===== config.mk =====
export PLATFORM = sky130hd
export DESIGN_NAME = alu_mc
export DESIGN_NICKNAME = d
export VERILOG_FILES = /design/src/rtl/alu_mc.sv
export SDC_FILE = /design/constraint.sdc
export NUM_CORES = 1
export LEC_CHECK = 0
export ABC_AREA = 1
export ABC_CLOCK_PERIOD_IN_PS = 3020
export BUFFER_PORTS_ARGS = -buffer_cell sky130_fd_sc_hd__clkbuf_2
export CAP_MARGIN = 30
export CORE_MARGIN = 4
export CORE_UTILIZATION = 50
export CTS_CLUSTER_DIAMETER = 150
export DETAILED_ROUTE_END_ITERATION = 12
export HOLD_SLACK_MARGIN = 0.15
export PLACE_DENSITY = 0.69
export SLEW_MARGIN = 15
export SYNTH_ARGS = -nofsm -noshare
export SYNTH_HDL_FRONTEND = slang
export SYNTH_SLANG_ARGS = --single-unit

===== constraint.sdc =====
create_clock -name clk -period 3.02 [get_ports clk]
set_input_delay 0.151 -clock clk [delete_from_list [all_inputs] [get_ports clk]]
set_output_delay 0.151 -clock clk [all_outputs]
set_load 0.02 [all_outputs]

===== src/rtl/alu_mc.sv =====
// alu_mc: ALU with valid/ready handshake; single-cycle logic/arith ops, iterative shift-add MUL.
// Define ALU_MC_DIV_EN to build in the unsigned restoring divider for opcode 111.
module alu_mc #(
  parameter int unsigned WIDTH = 32
) (
  input  logic             clk,
  input  logic             rst_n,
  input  logic             in_valid,
  output logic             in_ready,
  input  logic [WIDTH-1:0] op1,
  input  logic [WIDTH-1:0] op2,
  input  logic [2:0]       alu_control,
  output logic             out_valid,
  input  logic             out_ready,
  output logic [WIDTH-1:0] result,
  output logic [WIDTH-1:0] hi,
  output logic             busy
);

  typedef enum logic [1:0] {IDLE, ITER, DONE} state_t;

  state_t           state, state_nxt;
  logic [WIDTH-1:0] mcand, acc, mq;
  logic [6:0]       cnt;
  logic             accept, iter_op, last_iter;
  logic [WIDTH-1:0] simple_lo, step_acc, step_mq;
  logic [WIDTH:0]   mul_sum;
`ifdef ALU_MC_DIV_EN
  logic             is_div;
  logic [WIDTH:0]   div_sh;
`endif

  assign in_ready  = (state == IDLE) || (state == DONE && out_ready);
  assign accept    = in_valid && in_ready;
  assign out_valid = (state == DONE);
  assign busy      = (state == ITER);
  assign last_iter = (cnt == 7'(WIDTH - 1));

  always_comb begin
    iter_op = (alu_control == 3'b101);
`ifdef ALU_MC_DIV_EN
    iter_op = iter_op || (alu_control == 3'b111);
`endif
  end

  always_comb begin
    simple_lo = '0;
    case (alu_control)
      3'b000:  simple_lo = op1 & op2;
      3'b001:  simple_lo = op1 | op2;
      3'b010:  simple_lo = op1 + op2;
      3'b011:  simple_lo = WIDTH'(op1 < op2);
      3'b100:  simple_lo = op1 - op2;
      3'b110:  simple_lo = WIDTH'($signed(op1) < $signed(op2));
      default: simple_lo = '0;
    endcase
  end

  // acc:mq is the double-width working register; MUL shifts right, DIV shifts left.
  always_comb begin
    mul_sum  = {1'b0, acc} + (mq[0] ? {1'b0, mcand} : '0);
    step_acc = mul_sum[WIDTH:1];
    step_mq  = {mul_sum[0], mq[WIDTH-1:1]};
`ifdef ALU_MC_DIV_EN
    div_sh = {acc, mq[WIDTH-1]};
    if (is_div) begin
      if (div_sh >= {1'b0, mcand}) begin
        step_acc = WIDTH'(div_sh - {1'b0, mcand});
        step_mq  = {mq[WIDTH-2:0], 1'b1};
      end else begin
        step_acc = div_sh[WIDTH-1:0];
        step_mq  = {mq[WIDTH-2:0], 1'b0};
      end
    end
`endif
  end

  always_ff @(posedge clk or negedge rst_n) begin
    if (!rst_n) state <= IDLE;
    else        state <= state_nxt;
  end

  always_comb begin
    state_nxt = state;
    case (state)
      IDLE:    if (accept) state_nxt = iter_op ? ITER : DONE;
      ITER:    if (last_iter) state_nxt = DONE;
      DONE: begin
        if (accept)         state_nxt = iter_op ? ITER : DONE;
        else if (out_ready) state_nxt = IDLE;
      end
      default: state_nxt = IDLE;
    endcase
  end

  always_ff @(posedge clk or negedge rst_n) begin
    if (!rst_n) begin
      mcand  <= '0;
      acc    <= '0;
      mq     <= '0;
      cnt    <= '0;
      result <= '0;
      hi     <= '0;
`ifdef ALU_MC_DIV_EN
      is_div <= 1'b0;
`endif
    end else if (accept) begin
      cnt <= '0;
      if (iter_op) begin
        acc <= '0;
`ifdef ALU_MC_DIV_EN
        is_div <= (alu_control == 3'b111);
        // DIV keeps the divisor in mcand and shifts the dividend out of mq.
        mcand  <= (alu_control == 3'b111) ? op2 : op1;
        mq     <= (alu_control == 3'b111) ? op1 : op2;
`else
        mcand <= op1;
        mq    <= op2;
`endif
      end else begin
        result <= simple_lo;
        hi     <= '0;
      end
    end else if (state == ITER) begin
      acc <= step_acc;
      mq  <= step_mq;
      cnt <= cnt + 7'd1;
      if (last_iter) begin
        result <= step_mq;
        hi     <= step_acc;
      end
    end
  end

endmodule


[Yosys cells after proc, flatten, opt, wreduce, memory -nomap -nowiden]
Cells that the tools add are included.
Storage, ports and cells
  flip-flop bits (word level): 169
  input port bits: 71
  output and inout bits: 67
  word-level logic and storage cells: 64
Cells by class
  add/sub/neg operators: 4
  $lt $le $gt $ge: 2
  eq/ne operators: 14
  mux-type cells: 24
  bitwise logic cells: 2
  reductions and logical operators: 11
Operator list (number)
  $mux 32: 15
  $pmux 32 s6: 1
  $lt 32x32->1: 2
  $add 32x32->33: 1
  $add 32x32->32: 1
  $and 32x32->32: 1
  $or 32x32->32: 1
  $sub 32x32->32: 1
  $mux 7: 2
  $mux 2: 5
  $eq 3x3->1 const B: 3
  $add 7x1->7 const B: 1
  $eq 7x5->1 const B: 1
  $eq 3x2->1 const B: 2
  $pmux 2 s3: 1
  $reduce_and 3->1: 2
  $ne 2x1->1 const B: 2
  $ne 2x2->1 const B: 2
  $reduce_and 2->1: 2
  $reduce_bool 2->1: 2
  $eq 3x1->1 const B: 1
  $logic_not 3->1: 1
  $ne 3x1->1 const B: 1
  $eq 2x1->1 const B: 1
  other kinds (4): 5

[Logic depth before layout (Yosys ltp)]
Gate-level depths: netlist of run 1.
  word-level depth: 6
  depth in mapped cells: 19
  gate-level depth less buffers: 18

[Worst setup path after synthesis of run 1]
OpenSTA, ideal clock, no wires.
  path kind: register to register
  start point: register mq[0]
  end point: register acc[23]
  library setup time: 0.083 ns
  arrival time: 2.397 ns
  data required time: 2.937 ns
  setup slack: 0.540 ns
  cell stages (with the launch flop): 19
  buffers on the path: 2
  period minus slack after synthesis: 2.480 ns
  cell sequence: dfrtp_1 > clkbuf_1 > clkbuf_1 > nand2_1 > inv_1 > ha_1 > inv_1 > fa_1 > inv_1 > nand2_1 > a21oi_2 > nand3_1 > nand2_1 > nand2_1 > nand2_1 > nand2_1 > nand3b_1 > nand3_1 > o21ai_0
On the way
  word-level cells in the longest chain between the ends: 4
Ends and longest elaborated chain
  start, declared: line 23  | logic [WIDTH-1:0] mcand, acc, mq;
  start signal, assigned: line 118  | mq <= op2;
  start signal, assigned: line 126  | mq <= step_mq;
  $mux 32: line 61  | mul_sum = {1'b0, acc} + (mq[0] ? {1'b0, mcand} : '0);
  $add 32x32->33: line 61
  $mux 32: line 124  | end else if (state == ITER) begin
  $mux 32: line 107  | end else if (accept) begin
  end signal, assigned: line 125  | acc <= step_acc;
  end, declared: line 23
No other way between the ends. The select of a mux whose other input is x is not followed.
A chain may end at the register's enable or synchronous reset.

[Worst setup path in the final report of run 1]
  start point: input port op1[5]
  end point: register result[26]
On the way
  word-level cells in the longest chain between the ends: 4
  elaborated cells between the ends (all ways): 5
  classes of those cells: 2 x add/sub; 3 x mux
Ends and longest elaborated chain
  start, declared: line 10  | input logic [WIDTH-1:0] op1,
  $sub 32x32->32 or $add 32x32->32 (tied branches): line 53, 51
  $pmux 32 s6 (*): line 48  | case (alu_control)
  $mux 32 (*): line 109  | if (iter_op) begin
  $mux 32 (*): line 107
  end signal, assigned: line 121  | result <= simple_lo;
  end signal, assigned: line 129  | result <= step_mq;
  end, declared: line 15  | output logic [WIDTH-1:0] result,
Every way passes the cells marked *; elsewhere a longest branch is shown, timed or not. The select of a mux whose other input is x is not followed.

==> results of run 1 <==
-- worst max-delay path: cells and delay by family --
| family | cells | cell delay, ps |
|---|---|---|
| simple gates | 11 | 1410 |
| compound gates | 1 | 140 |
| fa+ha+maj | 1 | 580 |
| buf+inv | 3 | 790 |
-- metal layers --
layer | wire length [um] | track usage, %
met4 | 1950 | 10.6
met3 | 4410 | 4.80
met2 | 24000 | 49.5
met1 | 23500 | 43.0
met5 | 13 | 0
-- layout make-up --
| class | instances | area [um2] | area share [%] |
|---|---|---|---|
| multi-input combinational | 1756 | 9250 | 52.6 |
| sequential | 169 | 4230 | 24.0 |
| timing repair buffer | 224 | 1550 | 8.79 |
| inverter | 393 | 1480 | 8.39 |
| tap | 396 | 495 | 2.82 |
| clock buffer | 18 | 429 | 2.44 |
| clock inverter | 14 | 159 | 0.903 |
| antenna | 2 | 5.00 | 0.0285 |
-- cells by family after synthesis --
group                      Yosys count
AOI/OAI and AO/OA                  440
xor gates and xnor gates             6
adders and majority gates          135
buffers and inverters              483
DFF                                169
and+or+nand+nor                   1175
-- metrics by stage --
stage / total power, uW / hold slack, ps
finish: 12500 / 235
global route: 13500 / 240
CTS: 12500 / 165
detailed placement: 10200 / 218
global placement: 10100 / 216
floorplan: 8210 / -145
-- power breakdown --
part	total, uW	internal, uW	switching [uW]	leakage, uW
logic	6400	2130	4270	0.00724
registers	3890	3200	687	0.00208
clock network	2240	1240	1000	0.000288
-- registers in the layout (all words and copies together) (netlist names) --
| register | count |
|---|---|
| acc | 32 |
| hi | 32 |
| mcand | 32 |
| mq | 32 |
| result | 32 |
| cnt | 7 |
| state | 2 |
-- cell usage after synthesis (5+ instances only) --
cell type,count
buf_2,34
nor2_4,5
dfrtp_1,169
nand4_1,21
o21a_1,11
a2bb2oi_1,7
nand2_1,739
buf_6,19
clkbuf_1,27
a31oi_1,34
nand2_2,14
o22ai_1,28
nor2_2,20
nor3_2,7
buf_4,7
inv_1,370
nand3_1,151
a21oi_2,7
ha_1,132
o21ai_0,175
or2_0,14
nor2_1,153
nand3b_1,10
a21boi_1,11
o21bai_1,10
a21oi_1,138
inv_2,20
o21ai_1,5
nor3_1,18
-- cell usage in the layout (no fill, tap or decap), drive strengths merged, types with 2 or more instances in the layout --
cell type	instances
a21boi	13
a21o	2
a21oi	145
a2bb2oi	7
a31oi	34
and2	2
and3	3
buf	23
bufinv	2
clkbuf	154
clkinv	7
dfrtp	169
diode	2
dlygate4sd3	65
fa	3
ha	132
inv	397
nand2	754
nand3	156
nand3b	11
nand4	21
nor2	178
nor3	25
nor4	3
o21a	11
o21ai	183
o21bai	12
o22ai	28
o31ai	2
or2	21
xnor2	2
xor2	4
-- worst max-delay path by stage --
stage / end / slack [ps] / cells after the start
floorplan: acc[23]$_DFFE_PN0P_ / 540 / 18
global placement: acc[30]$_DFFE_PN0P_ / 500 / 13
detailed placement: acc[21]$_DFFE_PN0P_ / 450 / 15
CTS: result[30]$_DFFE_PN0P_ / 410 / 17
global route: result[26]$_DFFE_PN0P_ / 110 / 17
finish: result[26]$_DFFE_PN0P_ / 310 / 16
-- repair_timing --
action                                 4_1_cts  5_1_grt
endpoints found under the hold margin      132        0
hold buffers                                65        0
gates resized for setup                      0        0
buffers inserted                             0        0
==> results.txt, run 1 <==
TritonCTS created 17 clock buffers. The post-detailed-route via-to-cell ratio came out at ~5.5. In this run, the number of DRC markers left after iteration 0 of detailed routing was 1346.

The adder-cell share of the synthesized area came out at ~11%. Setup slack closes at 313 ps. The worst hold path depth came out at 3. The detailed-routing iteration count for the pre-antenna-repair pass came out at 6. At the pin with the least slew margin, the transition time is between 800 and 900 ps. In this run the critical register-to-register path is launched from mq[0]$_DFFE_PN0P_. The post-placement cell count is around 2900.

The wire length of the first global-routing pass came out at 82600 um. The most numerous cell type found on the critical path is nand2_1. At the worst endpoint, the required time is between 3000 and 4000 ps. The sum of negative setup slack came out at 0 ps. The TritonCTS clock tree is yes. The worst ir drop on vdd is 0.338 mV.

The longest individual stage delay on the worst path came out at 580 ps. After detailed placement, the total cell area comes to approximately 16000 um2. The clock root buffer is clkbuf_16.

The width of the die is around 180 um. Counting every sink on the clock net gives 169. The utilization after layout came out at between 50 and 60%. The global router's overall resource usage came out at 31.0%. The max-slew violation total from the final report came out at 0.

After synthesis, flip-flops and latches occupy between 20% and 30% of the total area. The routed design has ~54000 um of wire. The height of the die came out at between 150 and 200 um. The count of filler cells inserted in the layout came out at roughly 3100. The beginning of the worst hold path is op1[6]. The number of instances in the synthesized netlist is roughly 2400. The number of cell rows is 64. The normalized max-slew margin came out at a little under half. The cell area after technology mapping is 15500 um2. The area growth from synthesis to final layout is 13.4%.

Setup repair after global routing left no endpoint under its margin. The tightest min-delay check is of the in -> reg type. The achievable clock frequency is about 370 MHz.

The mean instance size in the synthesized netlist is approximately 6.4 um2. The worst path needs around 2700 ps of the cycle, external delays included. The fraction of synthesized cell area taken by the top area cell type came out at a little over a quarter. The routed wirelength normalized by instance count is approximately 18 um. The worst-case hold path end point is mcand[6]$_DFFE_PN0P_. The cell area power density came out at just over 700 nW/um2. By startpoint and endpoint, the worst setup path is classified as in -> reg.

The worst-case clock buffer depth is 2. For this run, the leading register cell type out of synthesis is dfrtp_1. The floorplan core area came out at just over 30000 um2. The reg-to-reg critical path endpoint is acc[27]$_DFFE_PN0P_. The compound-cell area share of the yosys netlist came out at about 16%. For the worst-skew pair, the clock arrives at the later sink with an insertion delay of 450 ps. The parity-gate share of the synthesized area counting xor and xnor cells is 0.339%.

The largest net degree at the start of global routing came out at between 80 and 90. The origin of the worst setup path is op1[5]. The number of distinct library cell variants in the gate-level netlist after synthesis came out at 54. The via count of the first global-routing pass is about 15000. The die covers 33900 um2.

The number of H-tree branching levels came out at 4. The clock arrives with between 20 and 25 ps of skew. Across the run, the number of max-cap violations was 0. The cell at the slowest stage of the critical path is ha_1. The register bit total from synthesis came out at 169. The count of warnings emitted by yosys is 0. In this run the tool buffered the top-level ports with around 140 buffer cells. The routed layout has ~16000 vias.

The number of hold violations in the final report is 0. The critical path goes through dlygate4sd3_1 -> clkbuf_2 -> inv_1 -> ha_1 -> nand2_1 -> nor2_1 -> nand2_1 -> nand3_1 -> nand2_1 -> nand2_1 -> nand2_1 -> nand3_1 -> nand3_1 -> nand3_1 -> nand2_1 -> a21boi_1. The run finished with clean final reports. For this configuration, the core starts out at a cell density of 50.7%.

The mux cell area share after synthesis came out at 0%. The share of the clock period used by the worst path is roughly nine tenths. The arrival time at the worst endpoint came out at 3080 ps.

The synthesized netlist net count is 2614. With fillers left out, the area of the finished cells amounts to between 15000 and 20000 um2. At the end of routability-driven placement, the weighted congestion stood at 1.02. The share of final-layout standard cells stronger than drive strength 1 is between 10% and 20%.

The final net count came out at between 2000 and 3000. The number of setup violations in the final report is 0. The async set-reset flop share out of synthesis came out at between 90% and 100%. The detailed-route DRC error count is 0.

Summed over all instances, the cell type with the most area after synthesis is dfrtp_1. The maximum fanout count along the critical path is 9. The total grt overflow came out at 0. The detail route stage leaves a number of antenna-violating nets equal to 0. STA classifies the critical path endpoint as a flip-flop.

The number of non-filler instances in the completed layout came out at between 2000 and 3000. The simple-gate share of the synthesized area came out at 32.3%. The clock-pin slew of the registers on the worst-case setup and hold paths came out at 90 ps. In the post-synthesis netlist, the biggest area contributors are dfrtp_1, nand2_1, ha_1. The HPWL reported at the end of detailed placement is approximately 42000 um. The depth of the worst register-to-register path came out at 16. The initial antenna violation count is 2.

The post-place setup slack came out at between 400 and 500 ps. The critical path launch point type is an input pin. In this run the static leakage power is around 0.0096 uW. The setup slack on the worst flop-to-flop path came out at between 400 and 500 ps. During I/O placement, the number of pins put on the boundary was around 140. The dominant combinational cell family by area after synthesis is simple AND/OR/NAND/NOR gates. The count of flip-flops with a built-in enable after synthesis came out at 0.
(Power assumes the default switching activity.)
==> inputs of run 2 (changes only) <==
--- a/config.mk
+++ b/config.mk
@@ -14,7 +14,7 @@
 export CTS_CLUSTER_DIAMETER = 150
 export DETAILED_ROUTE_END_ITERATION = 12
 export HOLD_SLACK_MARGIN = 0.15
-export PLACE_DENSITY = 0.69
+export PLACE_DENSITY_LB_ADDON = 0.3
 export SLEW_MARGIN = 15
 export SYNTH_ARGS = -nofsm -noshare
 export SYNTH_HDL_FRONTEND = slang
==> run 2 against run 1 <==
Worst setup slack improved by 30 ps; critical endpoint is now result[11]$_DFFE_PN0P_; wire length decreased by 1.2%; register-to-register slack lost 30 ps; fmax up 1.1%; sequential cell count is the same; utilization increased by 0.082 points; hold slack improved by 27 ps; largest cell class unchanged; critical path type unchanged.
==> results.txt, run 2 (synthesis gave the netlist of run 1 again) <==
The flow ran to the end, and the final reports show no timing, DRC or antenna violations. The total grt overflow is 0. The post-detailed-route via-to-cell ratio is 5.46.

Counting stages on the worst path, the most repeated cell is nand2_1. The die outline area is 33900 um2. The number of DRC markers after the initial detailed-route iteration is between 1000 and 1500.

The slew at the pin closest to its max-slew limit is roughly 700 ps. The start-to-end type of the worst setup path is in -> reg. The max-slew violation total from the final report came out at 0.

The achievable clock frequency came out at ~370 MHz. The worst-case clock buffer depth is 2. The minimum clock period after layout is 2680 ps. The most common library cell in the layout ignoring fill and taps is nand2_1. The worst setup margin came out at about 340 ps. CTS saw approximately 170 sinks.

The arrival time at the worst endpoint is ~3000 ps. The worst hold path begins at alu_control[0]. STA classifies the critical path startpoint as an input pin. The clock network latency to the later pin of the worst-skew pair is approximately 450 ps. The cell-internal power came out at around 6600 uW. The net switching power is ~5900 uW.

The switching share of power came out at approximately 47%. The area growth from synthesis to final layout is 13.5%. The maximum fanout count along the critical path came out at 10.

The worst pin sits at a relative slew slack of between 50% and 60%. The cell area power density is a little over 700 nW/um2. The detailed-routing iteration count for the pre-antenna-repair pass came out at 5. The combinational share of power came out at about half. The detailed-route DRC error count came out at 0. In this run the remaining antenna-violating nets after routing total 0. The final layout contains routed wiring with a total length of approximately 53000 um.

The routed wirelength normalized by instance count came out at between 15 and 20 um. The routability congestion estimate came out at slightly above 1. The initial antenna violation count is 2. The data required time of the critical path came out at between 3000 and 4000 ps. Setup repair after global routing left no endpoint under its margin. CTS placed an instance of clkbuf_16 at the clock tree root. The post-place setup slack is about 380 ps.

In this run the standard cell core region covers ~30000 um2. The clock-pin slew of the registers on the worst-case setup and hold paths came out at 60 ps. The worst ir drop on vdd is between 0.4 and 0.5 mV. The number of cell rows is 64. The height of the die came out at 184 um.

Once the clock tree was built, the resizer swapped 0 gates to a different size. The share of the clock period used by the worst path came out at roughly nine tenths. The count of max-cap constraint violations is 0. The number of buffers and inverters on the critical path is 3. In this design, the largest share of critical-path delay is due to simple AND/OR/NAND/NOR gates.

The global router's overall resource usage is a little under a third. The via count of the first global-routing pass was roughly 15000. The number of hold violations in the final report is 0. The sum of negative setup slack is 0 ps. Entering global routing, the biggest net connects 72 pins. In this run the critical register-to-register path is launched from mq[0]$_DFFE_PN0P_. For this run, the slowest stage of the critical path takes 620 ps. The first global-routing pass estimated 83700 um of wire. The power share of the clock group is 17.4%. The endpoint type of the worst setup path is a flip-flop. The relative contribution of sequential cells to total power is about a third.

The number of buffers created by CTS came out at 17. The largest individual stage delay along the critical path comes from the cell ha_1. The final net count came out at about 2800. The starting utilization of the core area came out at between 50% and 60%. Leaving out fill and tap cells, the most frequent cells in the layout are nand2_1, inv_1, o21ai_0. The count of input and output buffers came out at around 140. The detailed router placed 16200 vias in this run. The HPWL after detailed placement is about 42000 um. The die is roughly 180 um wide. The number of setup violations in the final report is 0.

The total I/O pin count came out at between 100 and 150. TritonCTS built the clock tree. Tracing the worst setup path back leads to its startpoint at op1[6]. The final worst clock skew is between 10 and 15 ps. The number of H-tree branching levels is 4. The signal on the critical path passes through dlygate4sd3_1 -> clkbuf_2 -> inv_1 -> ha_1 -> nand2_4 -> nor2_1 -> nand2_1 -> nand2_1 -> nand2_1 -> nand2_1 -> nand2_1 -> nand3_1 -> nand2_1 -> o21ai_0 -> nand3_1 -> o21a_1.

The share of final-layout standard cells stronger than drive strength 1 came out at around 11%. The min-delay analysis places its worst path in the category in -> reg. Summed over all cells, the static leakage comes to about 0.0096 uW.
-- run 2: final cells by class --
class / instances / area, um2
fillers: 2972 / 13000
multi-input cells: 1756 / 9250
flip-flops and latches: 169 / 4230
repair buffers: 227 / 1580
inverters: 393 / 1480
well taps: 396 / 495
clock buffers: 21 / 470
clock inverters: 11 / 108
diodes: 1 / 2.50
-- run 2: worst paths after layout --
kind / cells past startpoint / slack [ps] / end
setup / recovery: 16 / 340 / result[11]$_DFFE_PN0P_
hold / removal: 6 / 260 / result[0]$_DFFE_PN0P_
setup reg to reg: 13 / 390 / acc[20]$_DFFE_PN0P_
hold reg to reg: 2 / 480 / hi[10]$_DFFE_PN0P_
max in group asynchronous: 3 / 1930 / mcand[24]$_DFFE_PN0P_
min in group asynchronous: 2 / 300 / hi[2]$_DFFE_PN0P_
-- run 2: routing by layer --
layer,GRT usage (%),up-vias,share of wire [%]
met5,0,-,0
met2,50.8,663,45
li1,-,7958,-
met3,4.01,102,7.1
met4,10.7,0,3.3
met1,43.4,7512,44
-- run 2: power by group through the flow --
| stage | Sequential [uW] | Combinational [uW] | Clock [uW] |
|---|---|---|---|
| floorplan | 4090 | 4120 | 0 |
| global placement | 3880 | 6100 | 0 |
| detailed placement | 3900 | 6220 | 0 |
| CTS | 3880 | 6300 | 2190 |
| global route | 4000 | 7140 | 2280 |
| finish | 3900 | 6360 | 2160 |
-- run 2: worst register-to-register path, cell delays in order (launching register included) --
cell and delay, ps:
dfrtp_1 470, buf_12 200, nand2_1 70, inv_1 40, ha_1 380, nand2_1 120
nor2_1 270, inv_1 100, nor2_1 160, nand4_1 110, nand3_1 170, a21oi_1 80
o21ai_0 190, o21ai_0 140
-- run 2: repair_timing --
action / CTS / global route
endpoints found under the hold margin: 134 / 0
buffers inserted: 0 / 0
hold buffers: 66 / 0
-- run 2: metrics by stage --
step           hold slack, ps  util (%)  instance area, um2  std cells  total power [uW]
2_1_floorplan            -145         -               15500       2408              8210
3_3_place_gp              218      53.5               16400       2875              9990
3_5_place_dp              227      53.5               16400       2875             10100
4_1_cts                   231      57.6               17600       2973             12400
5_1_grt                   285      57.6               17600       2974             13400
6_report                  261      57.6               17600       2974             12400
==> inputs of run 3 (changes only) <==
--- a/config.mk
+++ b/config.mk
@@ -14,7 +14,7 @@
 export CTS_CLUSTER_DIAMETER = 150
 export DETAILED_ROUTE_END_ITERATION = 12
 export HOLD_SLACK_MARGIN = 0.15
-export PLACE_DENSITY_LB_ADDON = 0.3
+export PLACE_DENSITY = 0.74
 export SLEW_MARGIN = 15
 export SYNTH_ARGS = -nofsm -noshare
 export SYNTH_HDL_FRONTEND = slang
==> run 3 against run 2 <==
Utilization about the same; clock skew shrank 3.3 ps; critical path depth did not move; critical path type unchanged; register-to-register slack better by 30 ps; fmax decreased by 0.21%; wire length increased by 1.8%; die area unchanged; sequential power about the same; via count is 0.87% higher; cell area about the same; global-route usage rose by 0.061 points; highest routed layer unchanged; clock-buffer cell count is 4 lower.
==> results.txt, run 3 (synthesis gave the netlist of run 1 again) <==
The flow ran to the end, and the final reports show no timing, DRC or antenna violations. In this run the critical register-to-register path is launched from mq[0]$_DFFE_PN0P_. The cell area reported after detailed placement came out at 16400 um2. Setup repair after global routing left no endpoint under its margin.

The critical path starts at op1[26]. In this run the core area contains 64 standard-cell rows. Routability-driven placement finished with a final weighted congestion of slightly below 1. The data required time of the critical path is about 3400 ps. The number of hold violations in the final report came to 0.

The routed via count is ~16000. After clock tree synthesis, the repair step resized 0 gates. The height of the die is around 180 um. The total I/O pin count is 138. The share of final-layout standard cells stronger than drive strength 1 is approximately 11%. The sum of negative setup slack came out at 0 ps. The largest net degree at the start of global routing is 90. The die outline area came out at around 34000 um2. The final instance area is roughly 18000 um2. The clock net in this run drives a total of between 150 and 200 sinks. The normalized max-slew margin is roughly 43%. The clock network latency to the later pin of the worst-skew pair came out at 440 ps. The maximum fanout count along the critical path came out at 8. In this run the most critical hold path is launched from op1[13]. The count of max-cap constraint violations is 0. The initial antenna violation count came out at 0.

The total wire length after detailed routing came out at 54100 um. The slew at the pin closest to its max-slew limit came out at around 850 ps. The number of antenna diodes in the final layout is 0. The global router's overall resource usage came out at 31.4%. The utilization after layout is a little under three fifths. The share of the clock period used by the worst path came out at around nine tenths. The via count of the first global-routing pass came out at about 15000. The number of DRC markers after the initial detailed-route iteration is about 1300. In this run the deepest clock path goes through 2 buffers.

Input and output buffers added on the ports amount to 137. The achievable clock frequency is about 370 MHz. The number of H-tree branching levels is 4. The minimum clock period after layout came out at 2680 ps. Summed over all nets, the half-perimeter wirelength after detailed placement is 42100 um. The total grt overflow is 0. The clock-pin slew of the registers on the worst-case setup and hold paths is roughly 70 ps. The count of antenna-violating nets left after detailed routing is 0.

The area growth from synthesis to final layout came out at 13.5%. The floorplan core area is between 30000 and 40000 um2. The library cell used most frequently in the layout, excluding fill and tap cells, is nand2_1. The worst ir drop on vdd is about 0.41 mV. Clock tree synthesis inserted a total of 17 buffers. In the layout the commonest cells are nand2_1, inv_1, o21ai_0. The routed wirelength normalized by instance count is 18.2 um. The worst hold slack came out at 192 ps.

Dividing the detail-routed via count by the number of cells gives 5.51. The clock root buffer is clkbuf_16. The start-to-end type of the worst setup path is in -> reg.

The tightest min-delay check is of the in -> reg type. The max-slew violation total from the final report was 0. TritonCTS built the clock tree.

Clock skew on the completed layout was measured at 11.5 ps. In this run the power density over the cells is 709 nW/um2. The final net count is ~2800. At the worst endpoint, the arrival time is 3040 ps.

The wire length of the first global-routing pass came out at roughly 83000 um. The starting utilization of the core area came out at between 50% and 60%. The number of setup violations in the final report is 0. STA classifies the critical path startpoint as an input pin. STA classifies the critical path endpoint as a flip-flop.

Summed over all cells, the static leakage comes to just under 0.01 uW. The width of the die came out at around 180 um. The detailed-route DRC error count came out at 0.

The detailed-routing iteration count for the pre-antenna-repair pass came out at 7.
## run 3: cell types whose count changed in the layout (fill, tap and decap cells not counted), sizes merged
cell	change
inv	+3
dlygate4sd3	-1
clkbuf	-4
bufinv	-1
buf	-1
clkinv	+2
diode	-1
## run 3: what timing repair did
| action | in CTS | in global routing |
|---|---|---|
| setup endpoints to repair | 0 | 0 |
| buffers inserted | 0 | 0 |
| hold buffers | 65 | 0 |
| hold endpoints to repair | 137 | 0 |
## run 3: final cells by class
type | count | area, um2
Clock inverter | 15 | 151
Multi-Input combinational cell | 1756 | 9250
Inverter | 393 | 1480
Fill cell | 3035 | 13000
Tap cell | 396 | 495
Clock buffer | 17 | 425
Timing Repair Buffer | 225 | 1580
Sequential cell | 169 | 4230
## run 3: per-stage QoR
step                total power, uW  std cells  setup slack [ps]
finish                        12500       2971               338
global route                  13400       2971              77.3
CTS                           12400       2971               399
detailed placement            10200       2874               434
global placement              10000       2874               476
floorplan                      8210       2408               540
## run 3: worst paths after layout
| kind | slack (ps) | endpoint | cells after the start |
|---|---|---|---|
| max | 340 | result[29]$_DFFE_PN0P_ | 16 |
| min | 190 | mcand[13]$_DFFE_PN0P_ | 3 |
| max reg2reg | 420 | hi[31]$_DFFE_PN0P_ | 16 |
| min reg2reg | 480 | hi[10]$_DFFE_PN0P_ | 2 |
| max in group asynchronous | 1930 | mcand[19]$_DFFE_PN0P_ | 3 |
| min in group asynchronous | 330 | hi[5]$_DFFE_PN0P_ | 2 |
## run 3: worst max-delay path, cell delays in order
cell and delay, ps:
dlygate4sd3_1 540, clkbuf_2 160, inv_1 80, ha_1 530, inv_1 180, a21oi_1 240, nor2_1 60, nor2_1 180
nand2_1 80, a21oi_1 160, nand2_1 70, nand2_1 60, nand3_1 80, nand3_1 180, nand2_1 100, a21oi_1 180
## run 3: power by group
| group | switching, uW | internal [uW] | leakage, uW |
|---|---|---|---|
| Clock | 1080 | 1100 | 0.000277 |
| Combinational | 4280 | 2150 | 0.00726 |
| Sequential | 673 | 3200 | 0.00208 |
| Total | 6030 | 6450 | 0.00962 |
## run 3: routing by layer
layer	up-vias	track usage (%)	routed length (um)
li1	7965	-	-
met1	7615	45.1	24700
met2	676	49.9	24100
met3	120	3.32	3430
met4	0	10.1	1830
met5	-	0	0
